[src/rtl/ysyx_23060203_lsu.sv]
// rtl/ysyx_23060203_lsu.sv - load/store stage with AXI4-Lite style data bus
// Optional LSU_BUS_ERR_EN: nonzero rresp/bresp raises out_exc and suppresses the GPR write.
module ysyx_23060203_lsu (
   input  logic        clock,
   input  logic        reset,
   output logic        in_ready,
   input  logic        in_valid,
   input  logic [31:0] in_pc,
   input  logic [4:0]  in_gpr_waddr,
   input  logic [31:0] in_gpr_wdata,
   input  logic        in_mem_ren,
   input  logic        in_mem_wen,
   input  logic [2:0]  in_mem_funct3,
   input  logic [31:0] in_mem_addr,
   input  logic [31:0] in_mem_wdata,
   input  logic        in_csr_wen,
   input  logic [11:0] in_csr_waddr,
   input  logic [31:0] in_csr_wdata,
   input  logic        in_exc,
   input  logic        in_ret,
   input  logic        in_fencei,
   output logic        out_valid,
   input  logic        out_ready,
   output logic [31:0] out_pc,
   output logic [4:0]  out_gpr_waddr,
   output logic [31:0] out_gpr_wdata,
   output logic        out_csr_wen,
   output logic [11:0] out_csr_waddr,
   output logic [31:0] out_csr_wdata,
   output logic        out_exc,
   output logic        out_ret,
   output logic        out_fencei,
   output logic [31:0] araddr,
   output logic        arvalid,
   input  logic        arready,
   input  logic [31:0] rdata,
   input  logic [1:0]  rresp,
   input  logic        rvalid,
   output logic        rready,
   output logic [31:0] awaddr,
   output logic        awvalid,
   input  logic        awready,
   output logic [31:0] wdata,
   output logic [3:0]  wstrb,
   output logic        wvalid,
   input  logic        wready,
   input  logic [1:0]  bresp,
   input  logic        bvalid,
   output logic        bready
);

   typedef enum logic [2:0] {IDLE, RADDR, RDATA, WREQ, WRESP} state_t;

   state_t      state, state_next;
   logic        fire, mem_done, bus_err;
   logic        aw_pend, w_pend, aw_ok, w_ok;
   logic [31:0] mem_addr, mem_wdata, shifted, load_data;
   logic [2:0]  mem_funct3;
   logic [1:0]  off;

   assign in_ready = (state == IDLE) & (~out_valid | out_ready);
   assign fire     = in_valid & in_ready;
   assign off      = mem_addr[1:0];

   assign araddr  = mem_addr;
   assign awaddr  = mem_addr;
   assign arvalid = (state == RADDR);
   assign rready  = (state == RDATA);
   assign awvalid = (state == WREQ) & aw_pend;
   assign wvalid  = (state == WREQ) & w_pend;
   assign bready  = (state == WRESP);

   // Each write channel is "ok" once its handshake has happened or happens now.
   assign aw_ok    = ~aw_pend | awready;
   assign w_ok     = ~w_pend | wready;
   assign mem_done = ((state == RDATA) & rvalid) | ((state == WRESP) & bvalid);

`ifdef LSU_BUS_ERR_EN
   assign bus_err = (state == RDATA) ? (rresp != 2'b00) : (bresp != 2'b00);
`else
   logic unused_resp;
   assign unused_resp = ^{rresp, bresp};
   assign bus_err     = 1'b0;
`endif

   assign shifted = rdata >> {off, 3'b000};
   assign wdata   = mem_wdata << {off, 3'b000};

   always_comb begin
      load_data = shifted;
      case (mem_funct3)
         3'b000:  load_data = {{24{shifted[7]}}, shifted[7:0]};
         3'b001:  load_data = {{16{shifted[15]}}, shifted[15:0]};
         3'b100:  load_data = {24'd0, shifted[7:0]};
         3'b101:  load_data = {16'd0, shifted[15:0]};
         default: load_data = shifted;
      endcase
   end

   always_comb begin
      wstrb = 4'b1111;
      case (mem_funct3[1:0])
         2'b00:   wstrb = 4'b0001 << off;
         2'b01:   wstrb = 4'b0011 << off;
         default: wstrb = 4'b1111;
      endcase
   end

   always_ff @(posedge clock) begin
      if (reset) state <= IDLE;
      else       state <= state_next;
   end

   always_comb begin
      state_next = state;
      case (state)
         IDLE: begin
            if (fire & in_mem_ren)      state_next = RADDR;
            else if (fire & in_mem_wen) state_next = WREQ;
         end
         RADDR:   if (arready) state_next = RDATA;
         RDATA:   if (rvalid) state_next = IDLE;
         WREQ:    if (aw_ok & w_ok) state_next = WRESP;
         WRESP:   if (bvalid) state_next = IDLE;
         default: state_next = IDLE;
      endcase
   end

   // The output register doubles as the in-flight instruction buffer.
   always_ff @(posedge clock) begin
      if (reset) begin
         out_valid     <= 1'b0;
         aw_pend       <= 1'b0;
         w_pend        <= 1'b0;
         out_pc        <= 32'd0;
         out_gpr_waddr <= 5'd0;
         out_gpr_wdata <= 32'd0;
         out_csr_wen   <= 1'b0;
         out_csr_waddr <= 12'd0;
         out_csr_wdata <= 32'd0;
         out_exc       <= 1'b0;
         out_ret       <= 1'b0;
         out_fencei    <= 1'b0;
         mem_addr      <= 32'd0;
         mem_wdata     <= 32'd0;
         mem_funct3    <= 3'd0;
      end else begin
         if (fire) begin
            out_valid     <= ~(in_mem_ren | in_mem_wen);
            aw_pend       <= in_mem_wen & ~in_mem_ren;
            w_pend        <= in_mem_wen & ~in_mem_ren;
            out_pc        <= in_pc;
            out_gpr_waddr <= in_gpr_waddr;
            out_gpr_wdata <= in_gpr_wdata;
            out_csr_wen   <= in_csr_wen;
            out_csr_waddr <= in_csr_waddr;
            out_csr_wdata <= in_csr_wdata;
            out_exc       <= in_exc;
            out_ret       <= in_ret;
            out_fencei    <= in_fencei;
            mem_addr      <= in_mem_addr;
            mem_wdata     <= in_mem_wdata;
            mem_funct3    <= in_mem_funct3;
         end else if (mem_done) begin
            out_valid <= 1'b1;
            if (state == RDATA) out_gpr_wdata <= load_data;
            if (bus_err) begin
               out_exc       <= 1'b1;
               out_gpr_waddr <= 5'd0;
            end
         end else if (out_valid & out_ready) begin
            out_valid <= 1'b0;
         end
         if (state == WREQ) begin
            if (awready) aw_pend <= 1'b0;
            if (wready)  w_pend  <= 1'b0;
         end
      end
   end

endmodule
[config.mk]
export PLATFORM = sky130hd
export DESIGN_NAME = ysyx_23060203_lsu
export DESIGN_NICKNAME = d
export VERILOG_FILES = /design/src/rtl/ysyx_23060203_lsu.sv
export SDC_FILE = /design/constraint.sdc
export NUM_CORES = 1
export LEC_CHECK = 0
export ABC_AREA = 1
export CAP_MARGIN = 5
export CORE_AREA = 2 2 175 177
export CTS_BUF_LIST = sky130_fd_sc_hd__clkbuf_2
export DETAILED_ROUTE_END_ITERATION = 10
export DIE_AREA = 0 0 177 179
export SLEW_MARGIN = 20
export SYNTH_ARGS = -nofsm -noshare
export SYNTH_HDL_FRONTEND = slang
export SYNTH_SLANG_ARGS = --single-unit
[constraint.sdc]
create_clock -name clock -period 2.2 [get_ports clock]
set_input_delay 0.44 -clock clock [delete_from_list [all_inputs] [get_ports clock]]
set_output_delay 0.44 -clock clock [all_outputs]
set_load 0.03 [all_outputs]
# [Yosys cells after proc, flatten, opt, wreduce, memory -nomap -nowiden]
# Index checks and enable logic that the tools add are counted.
[classes] n_eq_ne=13 shifts=4 n_mux=21 n_bitwise=21 reduce_logical=8
[op_table] operator="one-hot mux 32 bit (4 select lines)" n=1
[op_table] operator="2-to-1 mux 32 bit" n=3
[op_table] operator="<< shifter 32 x 5 -> 32 bit" n=1
[op_table] operator=">> shifter 32 x 5 -> 32 bit" n=1
[op_table] operator="2-to-1 mux 3 bit" n=6
[op_table] operator="one-hot mux 3 bit (5 select lines)" n=1
[op_table] operator="bitwise AND 1 bit" n=11
[op_table] operator="equality test 3 bit (second input constant)" n=3
[op_table] operator="2-to-1 mux 1 bit" n=9
[op_table] operator="one-hot mux 4 bit (2 select lines)" n=1
[op_table] operator="equality test 3 x 1 -> 1 bit (second input constant)" n=2
[op_table] operator="equality test 3 x 2 -> 1 bit (second input constant)" n=2
[op_table] operator="zero test 3 bit" n=2
[op_table] operator="inequality test 2 bit (second input constant)" n=3
[op_table] operator="inverter 1 bit" n=5
[op_table] operator="OR 1 bit" n=5
[op_table] operator="AND reduction 5 bit" n=1
[op_table] operator="nonzero test 2 bit" n=2
[op_table] operator="<< shifter 1 x 2 -> 4 bit (first input constant)" n=1
[op_table] operator="<< shifter 2 x 2 -> 4 bit (first input constant)" n=1
[op_table] operator="inequality test 3 x 1 -> 1 bit (second input constant)" n=1
[op_table] operator="nonzero test 3 bit" n=1
[op_table] operator="equality test 2 x 1 -> 1 bit (second input constant)" n=1
[op_table] operator="zero test 2 bit" n=1
[op_table] operator="other kinds (2)" n=2
[word_totals] ff_bits=190 inputBits=231 output_inout_bits=224 wordCells=83

# [Longest topological paths before layout]
[depth] depth_word=8 depth_mapped=11 ltp_nobuf=9

# [Worst setup path before layout]
# Ideal clock, no wire load.
[synth_timing] path_kind="register to output" start="reg mem_addr[0] (netlist: araddr[0])" end="out wdata[24]" t_arrival_ns=1.869 required_ns=1.760 slack_ns=-0.109 path_stages_with_launch=5 path_buffers=2 path_cell_list="dfxtp_1 -> buf_2 -> clkbuf_1 -> o21ai_0 -> o21ai_0"
[synth_between] elab_chain_cells=1
[synth_lines] item="from (decl)" line_no="57" rtl="logic [31:0] mem_addr, mem_wdata, shifted, load_data;"
[synth_lines] item="from (signal assigned)" line_no="161" rtl="mem_addr <= in_mem_addr;"
[synth_lines] item="<< shifter 32 x 5 -> 32 bit" line_no="87" rtl="assign wdata = mem_wdata << {off, 3'b000};"
[synth_lines] item="to (decl)" line_no="43" rtl="output logic [31:0] wdata,"
# Every way passes these cells.

# [Worst setup path in the final report]
[layout_timing] start="reg mem_addr[0] (netlist: araddr[0])" end="out wdata[5]"
# The elaborated chain is that of the path after synthesis.

==> impl_metrics.json <==
{
  "path_clk_slew_ns": 0.34,
  "max-cap-violations": 0,
  "rr_startpoint": "araddr[1]$_SDFFE_PP0P_",
  "worstPathArrival_ns": 2.07,
  "initial_utilization": 0.2809,
  "ir_worst_vdd_v": 0.0007673,
  "die_h_um": 179,
  "worst_slew_pin_slew_ns": 0.4964,
  "final_cells": 2078,
  "cts_buffer_depth": 2,
  "grt_pass1_vias": 9195,
  "viasPerCell": 4.639,
  "worstSetupStartpoint": "araddr[0]$_SDFFE_PP0P_",
  "post-route-drc-count": 0,
  "worstSetupPathType": "reg2out",
  "synth_edf_count": 0,
  "grt_first_pass_wirelength_um": 51280,
  "cts_tree": "yes",
  "ys_warn_count": 0,
  "ys_seq_elements": 190,
  "min_path_type": "in2reg",
  "outcome": "finished with violations",
  "hold_path_end": "out_pc[24]$_SDFFE_PP0P_",
  "cts_sinks": 190,
  "overflow": 0,
  "avgSynthCellArea_um2": 6.869,
  "antenna_found_initial": 3,
  "fin_crit_sh": 1.139,
  "setup_ws_ns": -0.3054,
  "core_area_um2": 30030,
  "layout_commonest_cell": "nor2_1",
  "path_max_fanout": 9,
  "fmax_mhz": 399.1,
  "grt_max_degree": 55,
  "fin_crit_ns": 2.505,
  "p_leak_nw": 6.191,
  "cts_buffers": 17,
  "skew_ns": 0.05476,
  "critPathLaunchType": "flip-flop",
  "areaGrowthSynthToFinish_pct": 66.39,
  "root_buffer": "clkbuf_2",
  "max-slew-margin-rel": 0.6691,
  "htreeDepth": 4,
  "power_mw": 20.21,
  "clk_latency_ns": 0.81,
  "place_inst": 2007,
  "reg2reg_setup_slack_ns": 0.04,
  "syn_inst": 1228,
  "track_usage": 0.2099,
  "rr_endpoint": "out_gpr_wdata[31]$_SDFFE_PP0P_",
  "place_hpwl_um": 25270,
  "fillCellCount": 3052,
  "layout-drive-gt1-share": 0.2113,
  "seq_area_frac_synth": 0.4509,
  "violations": "negative setup slack",
  "yosys_most_used_dff": "dfxtp_1",
  "multiInputGateArea_um2": 4163,
  "finalHoldViolations": 0,
  "final.setup.tns_ns": -7.124,
  "fp.dieArea_um2": 31680,
  "slew_viol_final": 0,
  "ff2ff_path_depth": 13,
  "nets": 1898,
  "die_x_um": 177,
  "ff_latch_area_um2": 3821,
  "setup_viol": 40,
  "cp.required_ns": 1.76,
  "initialDrtViolationCount": 485,
  "rsz0062_at_grt": "true",
  "mostFrequentLayoutCells": "nor2_1, clkdlybuf4s50_1, o21ai_0, dfxtp_1, nand2_1",
  "p_per_area_nw_per_um2": 1440,
  "drt-wirelength-per-cell_um": 16.66,
  "antenna_left": 0,
  "gp_congestion": 0.8877,
  "num_io_pins": 455,
  "endpoint_kind": "output port",
  "syn-num-nets": 1459,
  "io_buffers": 450,
  "async_flop_share": 0,
  "holdPathStages": 3,
  "ys_types": 30,
  "rows": 64,
  "hold_buffers": 0,
  "worstHoldStart": "in_pc[24]",
  "syn_area_um2": 8436,
  "routed_wl_um": 34630,
  "vias": 9640,
  "drt_pass1_iterations": 4
}
through the flow:
stage,worst slack [ns],hold slack (ns),area (um2),util
after floorplan,-0.05652,0.4560,8436,-
after global placement,0.07642,0.4503,13300,0.4429
after detailed placement,0.06954,0.4616,13300,0.4429
after CTS,-0.4062,0.07893,14180,0.4721
after global routing,-0.4793,0.05273,14040,0.4674
final,-0.3054,0.1835,14040,0.4674
cells in the mapped netlist, types with 2 or more instances:
cell type,count,area (um2)
clkbuf_2,9,45.04
nor3_1,13,65.06
buf_2,26,130.1
nand2_1,133,499.2
nand2_2,3,18.77
o211ai_1,8,60.06
nor2_1,378,1419
o21ai_1,10,50.05
clkbuf_1,38,142.6
nand3_1,43,215.2
a22oi_1,8,60.06
nor2_4,2,22.52
nor2_2,2,12.51
inv_2,4,15.01
nand4_1,4,25.02
a31oi_1,3,18.77
inv_1,60,225.2
dfxtp_1,190,3804
a21oi_1,26,130.1
o21ai_0,219,1096
buf_4,40,300.3
worst max-delay path, cell delays in order (launching register included):
cell and delay (ns):
dfxtp_4 0.44, buf_6 0.12, nor2_4 0.17, buf_4 0.14
inv_2 0.04, buf_12 0.15, nor2_4 0.10, buf_12 0.12
logic make-up after synthesis:
| family | after synthesis | share of synthesized area |
|---|---|---|
| flops | 190 | 0.4509 |
| compound gates | 276 | 0.1695 |
| buf+inv | 179 | 0.1035 |
| simple gates | 583 | 0.2760 |
flip-flops by register name, summed over array words and instances, names as in the netlist:
signal	cells
out_gpr_wdata	32
out_fencei	1
state	3
araddr	32
out_csr_wen	1
mem_wdata	32
out_ret	1
out_csr_wdata	32
out_pc	32
w_pend	1
out_valid	1
out_csr_waddr	12
aw_pend	1
out_exc	1
mem_funct3	3
out_gpr_waddr	5
power breakdown:
part / internal, mW / total, mW / switching [mW]
Sequential: 4.64 / 5.43 / 0.791
Clock: 0.376 / 1.83 / 1.45
Combinational: 4.86 / 13.0 / 8.09
how the worst max path moves through the flow:
| stage | endpoint | slack, ns |
|---|---|---|
| final | wdata[5] | -0.31 |
| after global placement | out_gpr_wdata[12]$_SDFFE_PP0P_ | 0.08 |
| after detailed placement | out_gpr_wdata[17]$_SDFFE_PP0P_ | 0.07 |
| after floorplan | wstrb[1] | -0.06 |
| after CTS | wdata[21] | -0.41 |
| after global routing | wdata[7] | -0.48 |
what timing repair did:
item | 4_1_cts | 5_1_grt
cloned | 4 | 2
hold endpoints to repair | 0 | 0
resized for setup | 435 | 226
pin swaps | 18 | 11
setup buffers | 21 | 14
setup endpoints to repair | 222 | 172
metal layers:
layer / up-vias / share of wire / track usage
met2: 327 / 0.48 / 0.3513
met5: - / 0 / 0
met1: 4470 / 0.42 / 0.2574
li1: 4800 / - / -
met4: 0 / 0.020 / 0.06405
met3: 43 / 0.082 / 0.06552
cell type report:
class	instances	area share
inverter	64	0.01925
timing repair inverter	1	0.0004457
timing repair buffer	534	0.3589
multi-input combinational	859	0.2966
clock inverter	14	0.01052
tap	396	0.03530
sequential	190	0.2722
antenna	2	0.0003566
clock buffer	18	0.006418
Note: power is estimated with default switching activity, not from simulation.
